==> config.mk <==
export PLATFORM = sky130hd
export DESIGN_NAME = mem_access_ctrl
export DESIGN_NICKNAME = d
export VERILOG_FILES = /design/src/rtl/mem_access_ctrl.sv
export SDC_FILE = /design/constraint.sdc
export NUM_CORES = 1
export LEC_CHECK = 0
export CAP_MARGIN = 10
export CELL_PAD_IN_SITES_DETAIL_PLACEMENT = 0
export CELL_PAD_IN_SITES_GLOBAL_PLACEMENT = 1
export CORE_AREA = 2 2 79 118
export DETAILED_ROUTE_END_ITERATION = 16
export DIE_AREA = 0 0 81 120
export PLACE_DENSITY = 0.85
export SYNTH_ARGS = -nofsm -noshare
export SYNTH_HDL_FRONTEND = slang
export SYNTH_SLANG_ARGS = --single-unit
==> constraint.sdc <==
create_clock -name clk -period 1.2 [get_ports clk]
set_clock_uncertainty 0.05 [all_clocks]
set_input_delay 0.18 -clock clk [delete_from_list [all_inputs] [get_ports clk]]
set_output_delay 0.18 -clock clk [all_outputs]
set_load 0.02 [all_outputs]
==> src/rtl/mem_access_ctrl.sv <==
// MEM-stage data-memory access controller.
// Launches one bus transaction per load/store, stalls the pipeline until the
// memory acknowledges or the wait times out, and feeds the MEM/WB register.
//
// Bus handshake: dmem_req is registered and stays high for the whole WAIT
// state. dmem_addr, dmem_wdata and dmem_we are captured on entry to WAIT and
// held stable until the access ends. dmem_ack is a one-cycle completion strobe.
// It is honoured only in WAIT; in that cycle dmem_rdata must carry the load data.
module mem_access_ctrl #(
    parameter int TIMEOUT = 15
) (
    input  logic        clk,
    input  logic        rst_n,
    // EX/MEM register
    input  logic        mem_reg_write,
    input  logic        mem_mem_read,
    input  logic        mem_mem_write,
    input  logic        mem_mem_to_reg,
    input  logic [15:0] mem_alu_result,
    input  logic [15:0] mem_write_data,
    input  logic [2:0]  mem_write_reg,
    // data-memory bus
    output logic        dmem_req,
    output logic        dmem_we,
    output logic [15:0] dmem_addr,
    output logic [15:0] dmem_wdata,
    input  logic [15:0] dmem_rdata,
    input  logic        dmem_ack,
    // hazard unit
    output logic        stall,
    // MEM/WB register
    output logic        wb_reg_write,
    output logic [2:0]  wb_write_reg,
    output logic [15:0] wb_write_data,
    // status / debug
    output logic        bus_err,
    output logic        dbg_state
);

    typedef enum logic {IDLE = 1'b0, WAIT = 1'b1} state_t;

    // Counter must hold the value TIMEOUT itself without wrapping.
    localparam int CW = (TIMEOUT < 1) ? 1 : $clog2(TIMEOUT + 1);
    localparam logic [CW-1:0] TO_VAL = CW'(TIMEOUT);

    state_t        state;
    state_t        next_state;
    logic [CW-1:0] wait_cnt;
    logic          access;
    logic          timeout;

    // A load and a store in the same instruction is treated as a store.
    always_comb begin
        access = mem_mem_read | mem_mem_write;
    end

    // Next-state, stall and timeout decode. An ack on the timeout cycle wins.
    always_comb begin
        next_state = state;
        stall      = 1'b0;
        bus_err    = 1'b0;
        timeout    = 1'b0;
        case (state)
            IDLE: begin
                if (access) begin
                    stall      = 1'b1;
                    next_state = WAIT;
                end
            end
            WAIT: begin
                if (dmem_ack) begin
                    next_state = IDLE;
                end else if (wait_cnt == TO_VAL) begin
                    timeout    = 1'b1;
                    bus_err    = 1'b1;
                    next_state = IDLE;
                end else begin
                    stall = 1'b1;
                end
            end
            default: next_state = IDLE;
        endcase
        // Keep combinational outputs quiet while reset is held.
        if (!rst_n) begin
            stall   = 1'b0;
            bus_err = 1'b0;
            timeout = 1'b0;
        end
    end

    // State register.
    always_ff @(posedge clk or negedge rst_n) begin
        if (!rst_n) begin
            state <= IDLE;
        end else begin
            state <= next_state;
        end
    end

    // Bus request and access attributes, captured when the access launches.
    always_ff @(posedge clk or negedge rst_n) begin
        if (!rst_n) begin
            dmem_req   <= 1'b0;
            dmem_we    <= 1'b0;
            dmem_addr  <= '0;
            dmem_wdata <= '0;
        end else begin
            dmem_req <= (next_state == WAIT);
            if (state == IDLE && access) begin
                dmem_addr  <= mem_alu_result;
                dmem_wdata <= mem_write_data;
                dmem_we    <= mem_mem_write;
            end
        end
    end

    // Wait counter: zero on WAIT entry, counts each un-acked WAIT cycle.
    always_ff @(posedge clk or negedge rst_n) begin
        if (!rst_n) begin
            wait_cnt <= '0;
        end else if (state == WAIT && next_state == WAIT) begin
            wait_cnt <= wait_cnt + 1'b1;
        end else begin
            wait_cnt <= '0;
        end
    end

    // MEM/WB register: bubble while stalled or on a timed-out access.
    always_ff @(posedge clk or negedge rst_n) begin
        if (!rst_n) begin
            wb_reg_write  <= 1'b0;
            wb_write_reg  <= '0;
            wb_write_data <= '0;
        end else if (stall || timeout) begin
            wb_reg_write  <= 1'b0;
            wb_write_reg  <= '0;
            wb_write_data <= '0;
        end else begin
            wb_reg_write  <= mem_reg_write;
            wb_write_reg  <= mem_write_reg;
            wb_write_data <= (mem_mem_to_reg && mem_mem_read && !mem_mem_write)
                             ? dmem_rdata : mem_alu_result;
        end
    end

    assign dbg_state = state;

endmodule

---- Word-level counts from Yosys, hierarchy flattened ----
Index checks and enable logic that the tools add are counted.
storage, ports and cells
  flip-flop bits (word level) ............. 58
  input port bits ......................... 58
  output and inout bits ................... 57
operators by class
  $add $sub $neg .......................... 1
  eq/ne operators ......................... 1
  muxes and demuxes ....................... 14
  bitwise gates (word level) .............. 2
  reduce and logical (&&, ||, !) cells .... 6
operators with widths
  kind                                          count
  two-way mux 16 bit                            2
  two-way mux 1 bit                             9
  adder 4 x 1 -> 4 bit (second input constant)  1
  equality test 4 bit (second input constant)   1
  logical AND 1 bit                             4
  two-way mux 4 bit                             1
  two-way mux 3 bit                             1
  case mux 1 bit (2 select lines)               1
  logical NOT 1 bit                             1
  logical OR 1 bit                              1
  inverter 1 bit                                1
  OR 1 bit                                      1

---- Depth between registers and ports, before layout ----
Gate-level depths: netlist (run 1).
  depth after elaboration ................. 7
  depth in mapped cells ................... 5

---- Worst setup path before layout (run 1) ----
No wires, ideal clock.
  kind .................................... reg2out
  start point ............................. register, netlist name dmem_req
  end point ............................... output stall
  arrival ................................. 1.248 ns
  slack ................................... -0.278 ns
  cell stages (with the launch flop) ...... 4
  buffers on the path ..................... 1
  cells stage by stage .................... dfrtp_1 -> o21bai_4 -> buf_6 -> a21oi_1
RTL lines
  what       RTL line  text
  to (decl)  30        output logic stall,

---- Worst setup path after layout (run 1) ----
  start point ............................. register wait_cnt[1]
  end point ............................... output stall
between the ends
  cells in the longest elaborated chain, start to end .. 5
ends and longest elaborated chain
  what                             RTL line  text
  from (decl)                      48        logic [CW-1:0] wait_cnt;
  from (signal assigned)           122       wait_cnt <= wait_cnt + 1'b1;
  equality test 4 bit              73        end else if (wait_cnt == TO_VAL) begin
  two-way mux 1 bit                73
  two-way mux 1 bit                71        if (dmem_ack) begin
  case mux 1 bit (2 select lines)  63        case (state)
  two-way mux 1 bit                84        if (!rst_n) begin
No other way between the ends.

==> metrics.csv, run 1 <==
metric,value,unit
Skew-Pair Late Insertion Delay,310,ps
Die H,120,um
Hold Path Class,in -> async,
Core Box Area,0.00872,mm2
"top cells by area, synth","dfrtp_1 61%, mux2_4 13%, nand2_1 5.2%, mux2_1 3.8%, a21oi_2 3.7%",
GRT Util Overall,0.152,
total CTS buffers,9,
failing checks,negative setup slack,
critical path startpoint,wait_cnt[1],
register area share after synthesis,0.611,
Syn Area/Cell,13.6,um2
Clock transition at path regs,50,ps
share of the synthesized area in the top cell type,0.611,
Leak Pwr,1.96,nW
top_reg_cell synth,dfrtp_1,
routed length per instance,16.1,um
Syn Inst Count,175,
DRT antenna net count,0,
die area,0.00972,mm2
Util after Layout,0.474,
Post-synth EDFFs,0,
layout cell share with drive strength beyond 1,0.469,
Finish-stage setup viols,56,
grt peak-use layer,met2,
Slew @ Worst Pin,766,ps
GPL Wtd Cong,0.729,
critical path peak fanout,2,
Rows,42,
top-count cell post-synth,dfrtp_1,
clock buffer depth,2,
hold buffers post-CTS,0,
Peak supply drop,0.838,mV
Worst EP arrival,1330,ps
CTS Sinks,58,
post-synth top area cell,dfrtp_1,
CTS tree,built,
P per Cell Area,2000,mW/mm2
vias post-DR,1832,
grt met3 use,0.0444,
antenna violations before repair,1,
H-tree Lvls,3,
met2 usage,0.268,
antenna fix cells,0,
1st-iter DRT viols,35,
Startpoint Class,register,
worst r2r src,dmem_req,
status,"finished, violations left",
Die Span X,81,um
number of port buffers,114,
number of vias per cell,4.24,
TritonRoute pass-1 iters,4,
fin crit share,1.30,
RSZ-0062 raised after global routing,yes,
Starting Density,0.272,
Fin. Hold Viols,0,
FF-to-FF setup slack,-230,ps
GRT met1 Usage,0.165,
first-pass GRT wire length,10.8,mm
FF-to-FF End,dmem_wdata[5],
DRC viols,0,
Synthesized Nets,234,
worst reg-to-reg path cell count,4,
vias in the first global route,2054,
nets@finish,377,
WL final,6.96,mm
I/O pin count,115,
"flops & latches, synth",58,
critical path endpoint category,output pin,
area grow syn2layout,74.3,%
f_max,640,MHz
"Req. time, crit path",970,ps
crit path time final,1560,ps
worst setup path endpoint,stall,
GRT Residual Overflow,0,
top flop regs,"dmem_addr: 16 flops, dmem_wdata: 16 flops, wb_write_data: 16 flops",
Post-synth top cells,"58 x dfrtp_1, 33 x nand2_1, 20 x mux2_4, 10 x a21oi_2",
ys async rst share,1.00,
Yosys warning count,0,
maxcap violations,0,
Slew headroom,0.489,
Synth cell types,23,
WS Path Type,reg -> out,
clock root buffer,clkbuf_16,
Slew Limit Fails,0,
worst setup margin,-362,ps
pin count of the biggest net entering global routing,59,
synthesized area,0.00237,mm2
detailed-placement wirelength estimate,4.58,mm
fin cells,432,
Placed Cells,406,
[critical path, stage by stage (launching register included)]
cell	delay [ps]
dfrtp_1	370
ha_2	200
nand3_2	70
nand2b_1	90
a21oi_2	140
buf_4	150
[power by group]
part	total, mW	internal (mW)	switching, mW
Combinational	3.00	1.56	1.44
Sequential	2.69	2.45	0.233
Clock	2.58	1.76	0.822
Total	8.27	5.78	2.49
[cells in the final DEF, fill, tap and decap left out, drive strengths merged, types with 2 or more instances in the layout]
cell and n:
nor2 4, inv 4, nand3 2, dfrtp 58, dlymetal6s2s 2, mux2 32, clkdlybuf4s15 16, nand2 33
nor2b 4, nand2b 2, o21ai 2, clkbuf 20, clkdlybuf4s50 54, a21oi 18, buf 62
[through the flow]
stage | setup TNS [ps] | hold WS, ps | power (mW) | setup WS [ps] | cell area (um2)
3_5_place_dp | -25000 | 388 | 5.72 | -703 | 3760
6_report | -11310 | 11.5 | 8.27 | -362 | 4140
3_3_place_gp | -23480 | 379 | 5.67 | -642 | 3760
2_1_floorplan | -4690 | -166 | 4.21 | -121 | 2390
5_1_grt | -13720 | 76.1 | 8.69 | -438 | 4140
4_1_cts | -9990 | 41.7 | 8.49 | -369 | 4250
[cell type report]
class                           count  area [um2]
Clock buffer                       13         270
Clock inverter                      2        35.0
Fill cell                         840        4590
Inverter                            4        15.0
Multi-Input combinational cell    104         890
Sequential cell                    58        1450
Tap cell                          110         138
Timing Repair Buffer              141        1340
[logic make-up (layout without fill, tap and decap cells)]
| logic type | after synthesis | after routing | synth area share |
|---|---|---|---|
| xor gates and xnor gates | 2 | 2 | 0.00738 |
| buffers and inverters | 13 | 160 | 0.0374 |
| adders and majority gates | 1 | 1 | 0.00527 |
| DFF | 58 | 58 | 0.611 |
| AOI/OAI and AO/OA | 21 | 21 | 0.0659 |
| and+or+nand+nor | 48 | 48 | 0.0891 |
| muxes | 32 | 32 | 0.183 |
[how the worst min path moves through the flow]
stage,to,startpoint
after floorplan,dmem_addr[0],rst_n
final,wb_write_data[9],rst_n
after global routing,dmem_addr[6],rst_n
after CTS,dmem_wdata[14],rst_n
after global placement,wb_write_data[7],rst_n
after detailed placement,wb_write_data[12],rst_n
[layer usage]
metal | vias to the layer above | routed length [um]
li1 | 868 | -
met1 | 891 | 2680
met2 | 59 | 3750
met3 | 12 | 389
met4 | 2 | 133
met5 | - | 13
[repair_timing]
| action | 4_1_cts | 5_1_grt |
|---|---|---|
| gates cloned | 3 | 1 |
| endpoints found under the setup margin | 108 | 90 |
| resized for setup | 198 | 43 |
| setup buffers | 6 | 4 |
| pin swaps | 4 | 3 |
Note: power is estimated with default switching activity, not from simulation.
==> inputs of run 2 (changes only) <==
--- a/config.mk
+++ b/config.mk
@@ -5,12 +5,13 @@
 export SDC_FILE = /design/constraint.sdc
 export NUM_CORES = 1
 export LEC_CHECK = 0
+export ABC_AREA = 1
 export CAP_MARGIN = 10
 export CELL_PAD_IN_SITES_DETAIL_PLACEMENT = 0
 export CELL_PAD_IN_SITES_GLOBAL_PLACEMENT = 1
-export CORE_AREA = 2 2 79 118
+export CORE_AREA = 2 2 82 123
 export DETAILED_ROUTE_END_ITERATION = 16
-export DIE_AREA = 0 0 81 120
+export DIE_AREA = 0 0 84 125
 export PLACE_DENSITY = 0.85
 export SYNTH_ARGS = -nofsm -noshare
 export SYNTH_HDL_FRONTEND = slang
==> run 2 against run 1 <==
- count of clock-buffer cells in the layout grew 1
- area after synthesis grew 0.58%
- critical path depth grew 2
- via count grew 25%
- largest power group unchanged
- maximum frequency shrank 0.25%
- setup slack lost 4.0 ps
- clock power shrank 7%
- global-route usage grew 0.58 points
- the flow still finishes with violations (negative setup slack)
- design area grew 1.6%
- first-iteration DRC count grew 40%
- synthesized cell count grew 61%
- combinational power shrank 5%
==> metrics.csv, run 2 <==
metric,value,unit
Peak supply drop,1.09,mV
CP Cell Sequence,"ha_4, nand3_4, nand2_4, nand2_2, nand2_2, inv_2, buf_6",
area grow syn2layout,76.0,%
Sw Ratio,0.340,
GPL Wtd Cong,0.764,
antenna violations before repair,1,
Leak Pwr,2.23,nW
Clock transition at path regs,50,ps
Psw,2.69,mW
CTS tree,built,
first-pass GRT wire length,12.6,mm
top-count cell post-synth,nand2_1,
Crit path depth,7,
Syn Area/Cell,8.50,um2
Die Span X,84,um
WL final,7.91,mm
"Req. time, crit path",970,ps
top flop regs,"dmem_addr: 16 flops, dmem_wdata: 16 flops, wb_write_data: 16 flops",
Rows,44,
"top cells by area, synth","dfrtp_1 61%, nand2_1 18%, inv_1 6.8%, nor2_1 4.1%, o21ai_0 3.6%",
worst r2r src,wait_cnt[1],
"commonest non-fill, non-tap cell in the layout",nand2_1,
clock buffer depth,2,
DRT antenna net count,0,
Startpoint Class,register,
fin crit share,1.30,
worst reg-to-reg path cell count,10,
failing checks,negative setup slack,
Post-synth EDFFs,0,
CP bufs+invs,2,
antenna fix cells,0,
clock root buffer,clkbuf_16,
FF-to-FF End,wb_write_data[11],
f_max,639,MHz
"flops & latches, synth",58,
Slew @ Worst Pin,518,ps
worst setup margin,-366,ps
Placed Cells,513,
vias in the first global route,2374,
I/O pin count,115,
nets@finish,484,
Worst EP arrival,1340,ps
Yosys warning count,0,
Hold Path Class,in -> async,
Slew Limit Fails,0,
number of vias per cell,4.21,
RSZ-0062 raised after global routing,yes,
DRC viols,0,
routed length per instance,14.5,um
total CTS buffers,9,
Gate power share,0.358,
GRT Util Overall,0.158,
number of port buffers,114,
Post-synth top cells,"114 x nand2_1, 58 x dfrtp_1, 43 x inv_1, 26 x nor2_1, 17 x o21ai_0",
detailed-placement wirelength estimate,4.93,mm
pin count of the biggest net entering global routing,40,
Synth cell types,15,
Most common cell on crit path,nand2_2,
Skew-Pair Late Insertion Delay,310,ps
"slowest stage delay, CP",410,ps
synthesized area,0.00239,mm2
Clk network pwr share,0.301,
most frequent cells in the layout,"113 x nand2_1, 57 x dfrtp_1, 55 x clkdlybuf4s50_1",
post-synth top area cell,dfrtp_1,
Synthesized Nets,340,
H-tree Lvls,3,
critical path peak fanout,2,
slowest CP cell,dfrtp_1,
WS Path Type,reg -> out,
FF-to-FF setup slack,-340,ps
maxcap violations,0,
fin cells,545,
"CP delay by family, top",flip-flops,
layout cell share with drive strength beyond 1,0.286,
Finish-stage setup viols,57,
crit path time final,1570,ps
CTS Sinks,58,
Die H,125,um
Core Box Area,0.00952,mm2
register area share after synthesis,0.608,
vias post-DR,2293,
internal power,5.24,mW
Starting Density,0.251,
top_reg_cell synth,dfrtp_1,
share of the synthesized area in the top cell type,0.608,
Syn Inst Count,281,
status,"finished, violations left",
critical path endpoint category,output pin,
Pwr Total,7.93,mW
GRT Residual Overflow,0,
Seq pwr share,0.340,
Util after Layout,0.441,
Slew headroom,0.655,
P per Cell Area,1890,mW/mm2
die area,0.0105,mm2
Fin. Hold Viols,0,
ys async rst share,1.00,
1st-iter DRT viols,49,
TritonRoute pass-1 iters,4,
==> run 2: cell types whose count changed after synthesis, sizes merged, moves of 2 or more <==
cell / change
nor2b: -4
nand2b: -2
a21oi: -18
o21ai: +16
buf: +2
nor2: +22
mux2: -32
inv: +39
nand2: +85
==> run 2: final cells by class <==
cell class | instances | area, um2
Clock buffer | 14 | 274
Tap cell | 115 | 144
Clock inverter | 2 | 10.0
Sequential cell | 58 | 1450
Fill cell | 971 | 5320
Timing Repair Buffer | 145 | 1380
Multi-Input combinational cell | 168 | 774
Inverter | 43 | 168
==> run 2: power groups by stage <==
stage | Combinational (mW) | Sequential (mW) | Clock (mW)
6_report | 2.84 | 2.70 | 2.39
5_1_grt | 3.07 | 2.76 | 2.56
4_1_cts | 3.02 | 2.70 | 2.46
3_5_place_dp | 2.77 | 2.72 | 0
3_3_place_gp | 2.73 | 2.72 | 0
2_1_floorplan | 0.682 | 3.30 | 0
==> run 2: through the flow <==
stage	cell area, um2	setup slack (ps)	hold WS (ps)	TNS [ps]
2_1_floorplan	2400	-14.0	-166	-280
6_report	4200	-366	327	-11290
3_5_place_dp	3750	-652	124	-28630
4_1_cts	4320	-394	316	-12440
3_3_place_gp	3750	-628	120	-26900
5_1_grt	4200	-440	328	-15120
==> run 2: layer usage <==
metal	track usage	vias up	share of wire
met5	0	-	0
met4	0.0503	0	0.016
met3	0.0528	10	0.066
met2	0.285	76	0.55
met1	0.173	1094	0.36
li1	-	1113	-
==> run 2: repair_timing <==
| item | CTS | global route |
|---|---|---|
| pin swaps | 4 | 3 |
| gates resized for setup | 208 | 53 |
| setup buffers | 8 | 3 |
| hold endpoints to repair | 54 | 0 |
| hold buffers | 2 | 0 |
| setup endpoints to repair | 109 | 91 |
| gates cloned | 6 | 0 |
==> run 2: how the worst max path moves through the flow <==
stage                           start           end  slack, ps
after floorplan           wait_cnt[0]  wb_reg_write        -10
after global placement       dmem_ack         stall       -630
after detailed placement     dmem_ack         stall       -650
after CTS                 wait_cnt[0]         stall       -390
after global routing      wait_cnt[0]         stall       -440
final                     wait_cnt[1]         stall       -370
==> run 2: logic make-up (layout without fill, tap and decap cells) <==
group,count (synthesis),count (layout),share of synthesized area
AOI/OAI and AO/OA,18,18,0.0425
xor gates and xnor gates,2,2,0.00734
adders and majority gates,1,1,0.00524
buffers and inverters,55,204,0.100
DFF,58,58,0.608
and+or+nand+nor,147,147,0.237
==> run 2: worst register-to-register path: cells and delay by family, from the launching register on <==
family	cells	cell delay (ps)
adder cells (fa/ha/maj)	1	180
AND/OR/NAND/NOR	6	410
buffers and inverters	3	390
flip-flops	1	410
